===== src/rtl/ws2812b_tx.sv =====
// ----------------------------------------------------------------------------
// ws2812b_tx
//   Serialises 24-bit pixel words onto the single-wire WS2812B LED strip.
//   Each bit is a BIT_CYCLES period that starts high and falls after
//   T1H_CYCLES ('1') or T0H_CYCLES ('0'). Words go out MSB first, unchanged.
//   A pixel flagged with latch is followed by a RESET_CYCLES low period.
//   The same low period runs after every reset release, so the strip always
//   starts from a known state.
//
// Ports
//   clk      in   1   system clock (20 MHz nominal)
//   rst_n    in   1   asynchronous active-low reset
//   data_in  in  24   pixel word, sent MSB first
//   valid    in   1   data_in/latch valid; only looked at while ready=1
//   latch    in   1   this pixel ends the frame; sampled with data_in
//   ready    out  1   a pixel can be accepted this cycle
//   led      out  1   strip data line
// ----------------------------------------------------------------------------
module ws2812b_tx #(
  parameter int unsigned T0H_CYCLES   = 8,
  parameter int unsigned T1H_CYCLES   = 16,
  parameter int unsigned BIT_CYCLES   = 25,
  parameter int unsigned RESET_CYCLES = 6000
) (
  input  logic        clk,
  input  logic        rst_n,
  input  logic [23:0] data_in,
  input  logic        valid,
  input  logic        latch,
  output logic        ready,
  output logic        led
);

  // One counter serves both the bit period and the reset low period.
  localparam int CW = $clog2(RESET_CYCLES + 1);

  localparam logic [CW-1:0] RESET_LAST = CW'(RESET_CYCLES - 1);
  localparam logic [CW-1:0] BIT_LAST   = CW'(BIT_CYCLES - 1);
  localparam logic [CW-1:0] T0H_C      = CW'(T0H_CYCLES);
  localparam logic [CW-1:0] T1H_C      = CW'(T1H_CYCLES);

  typedef enum logic [1:0] {
    ST_RESET,
    ST_IDLE,
    ST_SEND
  } state_e;

  state_e          state_q;
  logic [23:0]     shreg_q;
  logic [4:0]      bit_cnt_q;
  logic [CW-1:0]   cyc_cnt_q;
  logic            latch_q;
  logic            led_q;
  logic            ready_q;

  // High time of the bit currently at the head of the shift register.
  logic [CW-1:0]   high_cycles;
  assign high_cycles = shreg_q[23] ? T1H_C : T0H_C;

  // NOTE: all state below is updated with non-blocking assignments so every
  // register samples the pre-edge values, independent of statement order.
  always_ff @(posedge clk or negedge rst_n) begin
    if (!rst_n) begin
      state_q   <= ST_RESET;
      shreg_q   <= '0;
      bit_cnt_q <= '0;
      cyc_cnt_q <= '0;
      latch_q   <= 1'b0;
      led_q     <= 1'b0;
      ready_q   <= 1'b0;
    end else begin
      unique case (state_q)
        ST_RESET: begin
          led_q <= 1'b0;
          if (cyc_cnt_q == RESET_LAST) begin
            cyc_cnt_q <= '0;
            ready_q   <= 1'b1;
            state_q   <= ST_IDLE;
          end else begin
            cyc_cnt_q <= cyc_cnt_q + 1'b1;
          end
        end

        ST_IDLE: begin
          // ready_q is always 1 here, so valid alone is the handshake.
          led_q <= 1'b0;
          if (valid) begin
            shreg_q   <= data_in;
            latch_q   <= latch;
            ready_q   <= 1'b0;
            bit_cnt_q <= 5'd23;
            cyc_cnt_q <= '0;
            state_q   <= ST_SEND;
          end
        end

        ST_SEND: begin
          // led is registered, so it trails the cycle counter by one edge;
          // the first rise therefore lands on the edge after acceptance.
          led_q <= (cyc_cnt_q < high_cycles);
          if (cyc_cnt_q == BIT_LAST) begin
            cyc_cnt_q <= '0;
            shreg_q   <= {shreg_q[22:0], 1'b0};
            bit_cnt_q <= bit_cnt_q - 1'b1;
            if (bit_cnt_q == 5'd0) begin
              state_q <= latch_q ? ST_RESET : ST_IDLE;
              ready_q <= ~latch_q;
            end
          end else begin
            cyc_cnt_q <= cyc_cnt_q + 1'b1;
          end
        end

        default: begin
          state_q <= ST_RESET;
          ready_q <= 1'b0;
          led_q   <= 1'b0;
        end
      endcase
    end
  end

  assign ready = ready_q;
  assign led   = led_q;

endmodule

===== config.mk =====
export PLATFORM = sky130hd
export DESIGN_NAME = ws2812b_tx
export DESIGN_NICKNAME = d
export VERILOG_FILES = /design/src/rtl/ws2812b_tx.sv
export SDC_FILE = /design/constraint.sdc
export NUM_CORES = 1
export LEC_CHECK = 0
export CAP_MARGIN = 0
export CELL_PAD_IN_SITES_DETAIL_PLACEMENT = 1
export CELL_PAD_IN_SITES_GLOBAL_PLACEMENT = 1
export CORE_UTILIZATION = 45
export DETAILED_ROUTE_END_ITERATION = 8
export PLACE_DENSITY = 0.85
export SYNTH_ARGS = -nofsm -noshare
export SYNTH_HDL_FRONTEND = slang
export SYNTH_SLANG_ARGS = --single-unit

===== constraint.sdc =====
create_clock -name clk -period 2.5 [get_ports clk]
set_input_delay 0.5 -clock clk [delete_from_list [all_inputs] [get_ports clk]]
set_output_delay 0.5 -clock clk [all_outputs]
set_load 0.02 [all_outputs]

* Word level (Yosys, flattened, before mapping)
Cells that the tools add are included.
** Storage, ports and cells
- Input port bits :: 28
- Flip-flop bits (word level) :: 47
- Logic and storage cells :: 50
- Output and inout bits :: 2
** Cells by class
- Mux-type cells :: 23
- Reductions and logical operators :: 8
- $lt $le $gt $ge :: 1
- Add/sub/neg operators :: 2
- Bitwise operators :: 1
- Equal/unequal tests :: 8
** Operator list (number)
- $mux 24 :: 2
- $pmux 24 s2 :: 1
- $mux 13 :: 3
- $pmux 13 s3 :: 1
- $mux 5 :: 3
- $add 13x1->13 const B :: 1
- $eq 13x13->1 const B :: 1
- $eq 13x5->1 const B :: 1
- $lt 13x5->1 :: 1
- $pmux 5 s2 :: 1
- $mux 2 :: 4
- $ne 2x2->1 const B :: 4
- $mux 1 :: 6
- $pmux 2 s3 :: 1
- $logic_not 5->1 :: 1
- $sub 5x1->5 const B :: 1
- $reduce_and 2->1 :: 2
- $reduce_and 4->1 :: 1
- $pmux 1 s3 :: 1
- $reduce_and 3->1 :: 1
- $reduce_bool 3->1 :: 1
- $eq 2x1->1 const B :: 1
- $eq 2x2->1 const B :: 1
- $logic_not 2->1 :: 1
- 2 further kinds :: 2

* Depth between registers and ports, before layout
Gate-level depths: netlist of the first run.
- Word-level depth :: 4
- Mapped depth :: 8
- Depth with buffers taken out :: 6

* Least setup slack after synthesis of the first run
Ideal clock, no wire load.
- Path type :: register to register
- Start point :: register state_q[1]
- End point :: register cyc_cnt_q[11]
- Library setup time :: 0.073 ns
- Buffers on the path :: 2
- Cell stages (with the launch flop) :: 9
- Clock period less this slack :: 2.182 ns
- Setup slack :: 0.318 ns
- Data arrival time :: 2.108 ns
- Data required time :: 2.427 ns
- Cells stage by stage :: dfrtp_1 inv_1 ha_1 nor2b_4 buf_6 or4_1 buf_2 or4_4 a21oi_2
** On the way
- Cells in the longest elaborated chain, start to end :: 3
- Elaborated cells on any way between the ends :: 7
- Those cells by class :: eq/ne: 3; mux: 1; reduce/logical: 3
** RTL lines
- from (decl) :: line 48 : state_e state_q;
- from (signal assigned) :: line 106 : state_q <= latch_q ? ST_RESET : ST_IDLE;
- $eq 2x1->1, or another cell as far along :: line 72 : unique case (state_q)
- $ne 2x2->1 (no line) or $reduce_bool 3->1 (tied branches)
- $reduce_and 2->1 (no line)
- to (signal assigned) :: line 80 : cyc_cnt_q <= cyc_cnt_q + 1'b1;
- to (signal assigned) :: line 110 : cyc_cnt_q <= cyc_cnt_q + 1'b1;
- to (decl) :: line 51 : logic [CW-1:0] cyc_cnt_q;
Parallel ways exist; a longest one is shown, timed or not.
A chain may end at the register's enable or synchronous reset.

* Final worst setup path of the first run
- Start point :: register state_q[1]
- End point :: register cyc_cnt_q[7]
Same word-level chain as after synthesis.

==> impl_metrics.py, run 1 <==
metrics = {
    "run_status": {
        "run_status": "completed",
    },
    "sta": {
        "period_minus_slack_ns": 2.16,
        "rsz0062_at_grt": "false",
        "fin_worst_skew_ns": 0.00638,
        "setup_viol": 0,
        "worst_slack_ns": 0.345,
        "finalHoldViolations": 0,
        "finalSetupTns_ns": 0,
        "tightest_slew_ns": 0.608,
        "drv_slew": 0,
        "fmax_ghz": 0.464,
        "min_period_over_period_pct": 86.2,
        "slew_headroom_pct": 59.5,
        "holdWs_ns": 0.278,
    },
    "floorplan": {
        "die_y_um": 78.3,
        "die-area_um2": 6140,
        "core_area_um2": 5570,
        "io_pins": 30,
        "start_util_pct": 47.0,
        "rows": 27,
        "die_x_um": 78.3,
    },
    "setup_path": {
        "cp_top_family": "simple AND/OR/NAND/NOR gates",
        "crit_required_ns": 2.74,
        "critPathMaxStageDelay_ns": 0.55,
        "critPathCaptureType": "register",
        "cp_slowest_cell": "or4_1",
        "path_max_fanout": 10,
        "startpoint_type": "register",
        "crit_chain": "inv_1 -> ha_1 -> nor2b_4 -> or4_1 -> buf_4 -> or3_1 -> a21oi_1",
        "cp.arrival_ns": 2.39,
        "r2r-start": "state_q[1]$_DFFE_PN0P_",
        "startpoint": "state_q[1]$_DFFE_PN0P_",
        "critical_path_class": "reg -> reg",
        "crit_buf_inv": 2,
    },
    "layout": {
        "seq_area_um2": 1180,
        "synthToLayoutAreaGrowth_pct": 18.4,
        "diodes": 0,
        "final_nets": 300,
        "multi_input_area_um2": 1360,
        "drive_above_1_share_pct": 27.3,
        "fin_cells": 336,
        "fillers": 613,
    },
    "power": {
        "power_per_cell_area_nw_per_um2": 971,
        "total_leakage_power_nw": 1.27,
        "power_mw": 3.02,
        "max-vdd-ir-drop_uv": 464,
    },
    "drt": {
        "drt_wl_total_um": 5800,
        "drt_iter0_markers": 121,
        "vias_per_cell": 5.73,
        "wl_per_cell_um": 17.3,
        "vias": 1924,
        "antenna_left": 0,
        "drc": 0,
        "drt_pass1_iterations": 4,
    },
    "synth": {
        "ys_seq_area_share_pct": 44.8,
        "yosysUniqueCellTypes": 45,
        "async_reset_ff_share_pct": 100,
        "synth_fp_nets": 265,
        "ys_ff_latch": 47,
        "synthCells": 228,
        "synth_area_per_cell_um2": 11.5,
        "ys.flop_type": "dfrtp_1",
        "syn_area_um2": 2620,
        "yosysWarnings": 0,
        "synth-edff-count": 0,
    },
    "place": {
        "hpwl_um": 4210,
        "post-place-cells": 328,
        "finalWeightedCongestion": 0.808,
        "portBuffers": 29,
        "place_ws_ns": 0.0935,
    },
    "clock_network": {
        "clk_latency_ns": 0.30,
        "cts.sinks": 47,
        "hold_buffers": 0,
        "root_buffer": "clkbuf_8",
        "cts_tree": "done",
        "cts_max_level": 2,
        "clk_path_buf_depth": 2,
        "postCtsResizedCells": 0,
        "cts_setup_buffers": 0,
        "numCtsBuffers": 5,
        "path_clk_slew_ns": 0.09,
    },
    "global_routing": {
        "grt_max_degree": 48,
        "grt_pass1_wl_um": 9840,
        "track_usage_pct": 20.8,
        "grt_pass1_vias": 2078,
        "grt_antenna_before_repair": 0,
        "overflow": 0,
    },
    "min_path": {
        "hold_class": "in -> async",
    },
    "flow_run": {
        "cap_violations": 0,
    },
}
==> synthesized netlist by cell type (2+ instances only) <==
cell type   n  area, µm²
nor4b_1     4       35.0
nand3_1     8       40.0
nor4_4      2       42.5
o31ai_1     2       15.0
a21oi_1    10       50.1
and4b_1     2       20.0
nand4_1     6       37.5
nor3_1      3       15.0
dfrtp_1    47       1180
and3_1      3       18.8
mux2i_1     5       50.1
nand2b_1    2       12.5
nor4_1      2       12.5
ha_1        9        113
mux2_2     47        529
nand2_1    13       48.8
nor2b_1     2       12.5
or4_1       2       15.0
o2bb2ai_1   2       17.5
o21ai_0     7       35.0
xnor2_1     3       26.3
o22ai_1     2       12.5
inv_1      10       37.5
or3_1       3       18.8
buf_4       2       15.0
clkbuf_1    4       15.0
nor2_1      8       30.0
==> per-stage QoR <==
stage	util, %	area (µm²)
floorplan	-	2620
global placement	54.1	3020
detailed placement	54.1	3020
CTS	55.7	3110
global route	55.7	3110
finish	55.7	3110
==> cell usage in the layout (no fill, tap or decap), drive strengths merged, types with 4 or more instances in the layout <==
cell type      instances
nor2                   8
buf                    8
clkbuf                 5
mux2i                  5
nor4                   4
a21oi                 12
inv                   10
nor4b                  4
nand2                 13
o21ai                  7
nand3                  8
or3                    4
dfrtp                 47
nand4                  6
clkdlybuf4s50         28
ha                     9
mux2                  48
==> cell families after synthesis <==
family | after synthesis | synth area share [%]
AO/OA/AOI/OAI | 31 | 8.11
adder cells (fa/ha/maj) | 9 | 4.29
buffers and inverters | 18 | 3.20
XOR/XNOR | 4 | 1.34
flip-flops | 47 | 44.8
multiplexers | 53 | 22.5
AND/OR/NAND/NOR | 66 | 15.7
==> cell type report <==
cell class	count	share of cell area, %
flip-flops and latches	47	37.9
well taps	72	2.90
repair buffers	36	11.3
clock buffers	5	2.22
multi-input cells	163	43.9
clock inverters	3	0.645
inverters	10	1.21
==> report_power, final <==
part,switching [mW],internal [mW],leakage [nW]
combinational,0.582,0.696,0.661
clock,0.263,0.195,0.0402
sequential,0.214,1.07,0.573
total,1.06,1.96,1.27
==> registers in the layout (all words and copies together), names as in the netlist <==
| signal | count |
|---|---|
| cyc_cnt_q | 13 |
| state_q | 2 |
| latch_q | 1 |
| shreg_q | 24 |
| led | 1 |
| bit_cnt_q | 5 |
| ready | 1 |
==> per-layer routing <==
layer  part of all wire, %  wire [µm]  GRT usage (%)
met1                    44       2560           25.3
met2                    51       2970           36.5
met3                   2.8        164           4.19
met4                   1.8        104           7.41
met5                     0          0              0
==> path summary, 6_finish.rpt <==
kind                                            end  slack [ns]  cells after the start
max                        cyc_cnt_q[7]$_DFFE_PN0P_        0.34                      7
min                         shreg_q[10]$_DFFE_PN0P_        0.28                      2
max reg2reg                cyc_cnt_q[7]$_DFFE_PN0P_        0.34                      7
min reg2reg                  shreg_q[7]$_DFFE_PN0P_        0.51                      1
max in group asynchronous  bit_cnt_q[3]$_DFFE_PN0P_        1.81                      2
min in group clk             shreg_q[7]$_DFFE_PN0P_        0.51                      1
Power figures use the tool's default switching activity.
==> inputs of run 2 (changes only) <==
Settings changed: GPL_TIMING_DRIVEN set to 0.
==> run 2 against run 1 <==
Sequential power about the same. Clock-buffer cell count unchanged. Critical path depth increased by 1. First-iteration DRC count decreased by 27%. Critical path type unchanged.
==> impl_metrics.py, run 2 (synthesis gave the netlist of run 1 again) <==
metrics = {
    "global_routing": {
        "track_usage_pct": 21.5,
        "grt_max_degree": 38,
        "overflow": 0,
        "grt_pass1_wl_um": 10000,
        "grt_antenna_before_repair": 0,
        "grt_pass1_vias": 2117,
    },
    "drt": {
        "drt_pass1_iterations": 4,
        "antenna_left": 0,
        "vias_per_cell": 5.74,
        "vias": 1941,
        "drt_iter0_markers": 88,
        "drt_wl_total_um": 5930,
        "wl_per_cell_um": 17.6,
        "drc": 0,
    },
    "place": {
        "portBuffers": 29,
        "finalWeightedCongestion": 0.744,
        "hpwl_um": 4420,
    },
    "clock_network": {
        "clk_latency_ns": 0.30,
        "cts_setup_buffers": 0,
        "hold_buffers": 0,
        "cts_tree": "done",
        "root_buffer": "clkbuf_8",
        "cts.sinks": 47,
        "cts_max_level": 2,
        "clk_path_buf_depth": 2,
        "path_clk_slew_ns": 0.09,
        "numCtsBuffers": 5,
    },
    "layout": {
        "largest-register": "shreg_q",
        "largest_reg_flops": 24,
        "diodes": 0,
        "final_cell_mix": "47 x mux2_2, 47 x dfrtp_1, 28 x clkdlybuf4s50_1",
        "seq_area_um2": 1180,
        "fin_util_pct": 55.7,
        "drive_above_1_share_pct": 27.1,
        "multi_input_area_um2": 1360,
        "top_regs": "shreg_q x24, cyc_cnt_q x13, bit_cnt_q x5",
        "synthToLayoutAreaGrowth_pct": 18.4,
        "fillers": 607,
        "final_nets": 302,
    },
    "sta": {
        "drv_slew": 0,
        "finalHoldViolations": 0,
        "setup_viol": 0,
        "slew_headroom_pct": 47.9,
        "holdWs_ns": 0.0629,
        "tightest_slew_ns": 0.782,
        "rsz0062_at_grt": "false",
        "fin_worst_skew_ns": 0.00258,
        "min_period_over_period_pct": 94.2,
        "period_minus_slack_ns": 2.36,
        "fmax_ghz": 0.425,
    },
    "floorplan": {
        "start_util_pct": 47.0,
        "die-area_um2": 6140,
        "rows": 27,
        "io_pins": 30,
        "die_y_um": 78.3,
        "die_x_um": 78.3,
        "core_area_um2": 5570,
    },
    "setup_path": {
        "crit_required_ns": 2.73,
        "cp.arrival_ns": 2.59,
        "startpoint_type": "register",
        "critPathCaptureType": "register",
        "r2r_slack_ns": 0.14,
        "critical_path_class": "reg -> reg",
        "startpoint": "state_q[1]$_DFFE_PN0P_",
        "ff2ff_path_depth": 8,
        "r2r-start": "state_q[1]$_DFFE_PN0P_",
        "path_max_fanout": 10,
        "timing.rr.end": "cyc_cnt_q[11]$_DFFE_PN0P_",
    },
    "run_status": {
        "run_status": "completed",
    },
    "power": {
        "total_leakage_power_nw": 1.28,
        "power_per_cell_area_nw_per_um2": 963,
        "max-vdd-ir-drop_uv": 541,
    },
    "flow_run": {
        "cap_violations": 0,
    },
    "min_path": {
        "hold_class": "in -> async",
    },
}
## run 2: through the flow
| step | area, µm² | worst slack [ns] | std cells | TNS [ns] | power, mW |
|---|---|---|---|---|---|
| after floorplan | 2620 | 0.318 | 228 | 0 | 2.18 |
| after global placement | 3000 | -0.534 | 329 | -25.55 | 2.45 |
| after detailed placement | 3020 | -0.122 | 330 | -0.803 | 2.55 |
| after CTS | 3100 | 0.128 | 338 | 0 | 3.02 |
| after global routing | 3100 | 0.0188 | 338 | 0 | 3.19 |
| final | 3100 | 0.145 | 338 | 0 | 2.99 |
## run 2: power by group
| part | total, mW | switching [mW] | internal, mW |
|---|---|---|---|
| Sequential | 1.28 | 0.217 | 1.07 |
| Combinational | 1.25 | 0.584 | 0.670 |
| Clock | 0.453 | 0.261 | 0.192 |
## run 2: critical path: stages (launching register included)
cell and delay [ns]:
dfrtp_1 0.41, inv_1 0.10, ha_1 0.22, nor2b_4 0.13, buf_6 0.14, or4_1 0.49, buf_2 0.17, or4_4 0.48
a21oi_2 0.15
## run 2: repair_timing
action,in CTS,in global routing
endpoints found under the setup margin,2,0
endpoints found under the hold margin,0,0
gates resized for setup,2,0
## run 2: worst max-delay path by stage
stage / end / slack [ns] / depth (start not counted)
finish: cyc_cnt_q[11]$_DFFE_PN0P_ / 0.14 / 8
floorplan: cyc_cnt_q[11]$_DFFE_PN0P_ / 0.32 / 8
detailed placement: cyc_cnt_q[11]$_DFFE_PN0P_ / -0.12 / 7
global route: shreg_q[21]$_DFFE_PN0P_ / 0.02 / 5
global placement: shreg_q[3]$_DFFE_PN0P_ / -0.53 / 1
CTS: cyc_cnt_q[11]$_DFFE_PN0P_ / 0.13 / 8
## run 2: layout make-up
class	instances	share of cell area, %
flip-flops and latches	47	37.9
multi-input cells	163	43.9
inverters	10	1.21
clock inverters	3	0.484
plain buffers	8	1.57
clock buffers	5	2.22
well taps	72	2.90
repair buffers	30	9.83
## run 2: metal layers
metal | GRT usage [%] | wire [µm] | part of all wire [%]
met3 | 4.77 | 202 | 3.4
met2 | 38.1 | 3140 | 53
met5 | 0 | 0 | 0
met4 | 7.78 | 72 | 1.2
met1 | 25.5 | 2520 | 43
==> inputs of run 3 (changes only) <==
Settings changed: HOLD_SLACK_MARGIN set to 0.06.
==> run 3 against run 2 <==
Sequential share of layout area shrank 0.12 points. Largest power group unchanged. Setup slack hardly changed. Sequential power about the same. Combinational power is essentially flat. Critical path depth stayed put. Non-clock buffer count increased by 1. Register-to-register slack barely moved. Clock-buffer cell count unchanged. Cell count grew 0.30%. Worst hold slack improved by 0.44 ns. Maximum frequency hardly changed. Via count is essentially flat.
==> impl_metrics.py, run 3 (synthesis gave the netlist of run 1 again) <==
metrics = {
    "run_status": {
        "run_status": "completed",
    },
    "global_routing": {
        "grt_pass1_wl_um": 10000,
        "grt_antenna_before_repair": 0,
        "overflow": 0,
        "track_usage_pct": 21.5,
        "grt_max_degree": 38,
        "grt_pass1_vias": 2123,
    },
    "setup_path": {
        "cp_slowest_cell": "or4_1",
        "crit_chain": "inv_1 -> ha_1 -> nor2b_4 -> buf_6 -> or4_1 -> buf_2 -> or4_4 -> a21oi_2",
        "critical_path_class": "reg -> reg",
        "r2r-start": "state_q[1]$_DFFE_PN0P_",
        "path_max_fanout": 10,
        "cp.arrival_ns": 2.59,
        "startpoint_type": "register",
        "crit_required_ns": 2.73,
        "critPathMaxStageDelay_ns": 0.49,
        "critPathCaptureType": "register",
        "startpoint": "state_q[1]$_DFFE_PN0P_",
    },
    "sta": {
        "fin_worst_skew_ns": 0.00261,
        "finalHoldViolations": 0,
        "setup_viol": 0,
        "min_period_over_period_pct": 94.2,
        "drv_slew": 0,
        "period_minus_slack_ns": 2.36,
        "tightest_slew_ns": 0.782,
        "worst_slack_ns": 0.145,
        "slew_headroom_pct": 47.8,
        "fmax_ghz": 0.425,
        "rsz0062_at_grt": "false",
        "finalSetupTns_ns": 0,
    },
    "clock_network": {
        "cts_setup_buffers": 0,
        "clk_path_buf_depth": 2,
        "cts.sinks": 47,
        "cts_tree": "done",
        "cts_max_level": 2,
        "numCtsBuffers": 5,
        "clk_latency_ns": 0.30,
        "path_clk_slew_ns": 0.09,
        "root_buffer": "clkbuf_8",
    },
    "drt": {
        "wl_met2_um": 3140,
        "antenna_left": 0,
        "met1Wirelength_um": 2520,
        "vias_per_cell": 5.73,
        "dr.max_layer_used": "met4",
        "wl_met3_um": 200,
        "drt_pass1_iterations": 4,
        "drt_wl_total_um": 5930,
        "wl_per_cell_um": 17.5,
        "drc": 0,
        "vias": 1942,
        "drt_iter0_markers": 77,
    },
    "floorplan": {
        "io_pins": 30,
        "die_y_um": 78.3,
        "die-area_um2": 6140,
        "die_x_um": 78.3,
        "start_util_pct": 47.0,
        "core_area_um2": 5570,
        "rows": 27,
    },
    "layout": {
        "synthToLayoutAreaGrowth_pct": 18.8,
        "drive_above_1_share_pct": 27.0,
        "final_nets": 303,
        "top_regs": "shreg_q x24, cyc_cnt_q x13, bit_cnt_q x5",
        "design_area_um2": 3110,
        "largest-register": "shreg_q",
        "final_cell_mix": "47 x mux2_2, 47 x dfrtp_1, 28 x clkdlybuf4s50_1",
        "fin_util_pct": 55.9,
        "diodes": 0,
        "fin_cells": 339,
        "largest_reg_flops": 24,
    },
    "place": {
        "hpwl_um": 4420,
        "place_ws_ns": -0.122,
        "post-place-cells": 330,
        "portBuffers": 29,
        "finalWeightedCongestion": 0.744,
        "placed_cell_area_um2": 3020,
    },
    "min_path": {
        "hp-start": "shreg_q[11]$_DFFE_PN0P_",
        "hold_class": "reg -> reg",
    },
    "flow_run": {
        "cap_violations": 0,
    },
    "power": {
        "max-vdd-ir-drop_uv": 540,
        "total_leakage_power_nw": 1.29,
        "power_per_cell_area_nw_per_um2": 960,
    },
}
-- run 3: final cells by class --
cell class	instances	area (µm²)
flip-flops and latches	47	1180
well taps	72	90.1
multi-input cells	163	1360
clock buffers	5	68.8
plain buffers	8	48.8
fillers	609	2460
inverters	10	37.5
repair buffers	31	315
clock inverters	3	15.0
-- run 3: power by group --
group	internal, mW	leakage (nW)	switching [mW]	total, mW
registers	1.07	0.573	0.215	1.28
clock network	0.192	0.0477	0.260	0.452
logic	0.671	0.668	0.584	1.25
total	1.93	1.29	1.06	2.99
-- run 3: stage by stage --
stage                     hold WS [ns]  total power, mW
after floorplan                  0.204             2.18
after global placement           0.471             2.45
after detailed placement         0.396             2.55
after CTS                        0.511             3.02
after global routing             0.525             3.19
final                            0.507             2.99
-- run 3: worst paths after layout --
check                      cells past startpoint  slack (ns)                   endpoint
hold / removal                                 1        0.51    shreg_q[11]$_DFFE_PN0P_
setup / recovery                               8        0.14  cyc_cnt_q[11]$_DFFE_PN0P_
setup reg to reg                               8        0.14  cyc_cnt_q[11]$_DFFE_PN0P_
max in group asynchronous                      3        1.42        latch_q$_DFFE_PN0P_
min in group asynchronous                      2        0.60    shreg_q[13]$_DFFE_PN0P_
hold reg to reg                                1        0.51    shreg_q[11]$_DFFE_PN0P_
-- run 3: worst max-delay path, delay by kind of cell, from the launching register on --
family                   cells  cell delay [ns]
flip-flops                   1             0.41
AND/OR/NAND/NOR              3             1.10
buffers and inverters        3             0.41
AO/OA/AOI/OAI                1             0.15
adder cells (fa/ha/maj)      1             0.22
-- run 3: timing repair --
action,in CTS,in global routing
hold endpoints to repair,3,0
gates resized for setup,2,0
hold buffers,1,0
endpoints found under the setup margin,2,0
-- run 3: metal layers --
| layer | vias to the layer above | global-route usage (%) |
|---|---|---|
| li1 | 913 | - |
| met1 | 991 | 25.5 |
| met2 | 31 | 38.2 |
| met3 | 7 | 4.77 |
| met4 | 0 | 7.78 |
| met5 | - | 0 |
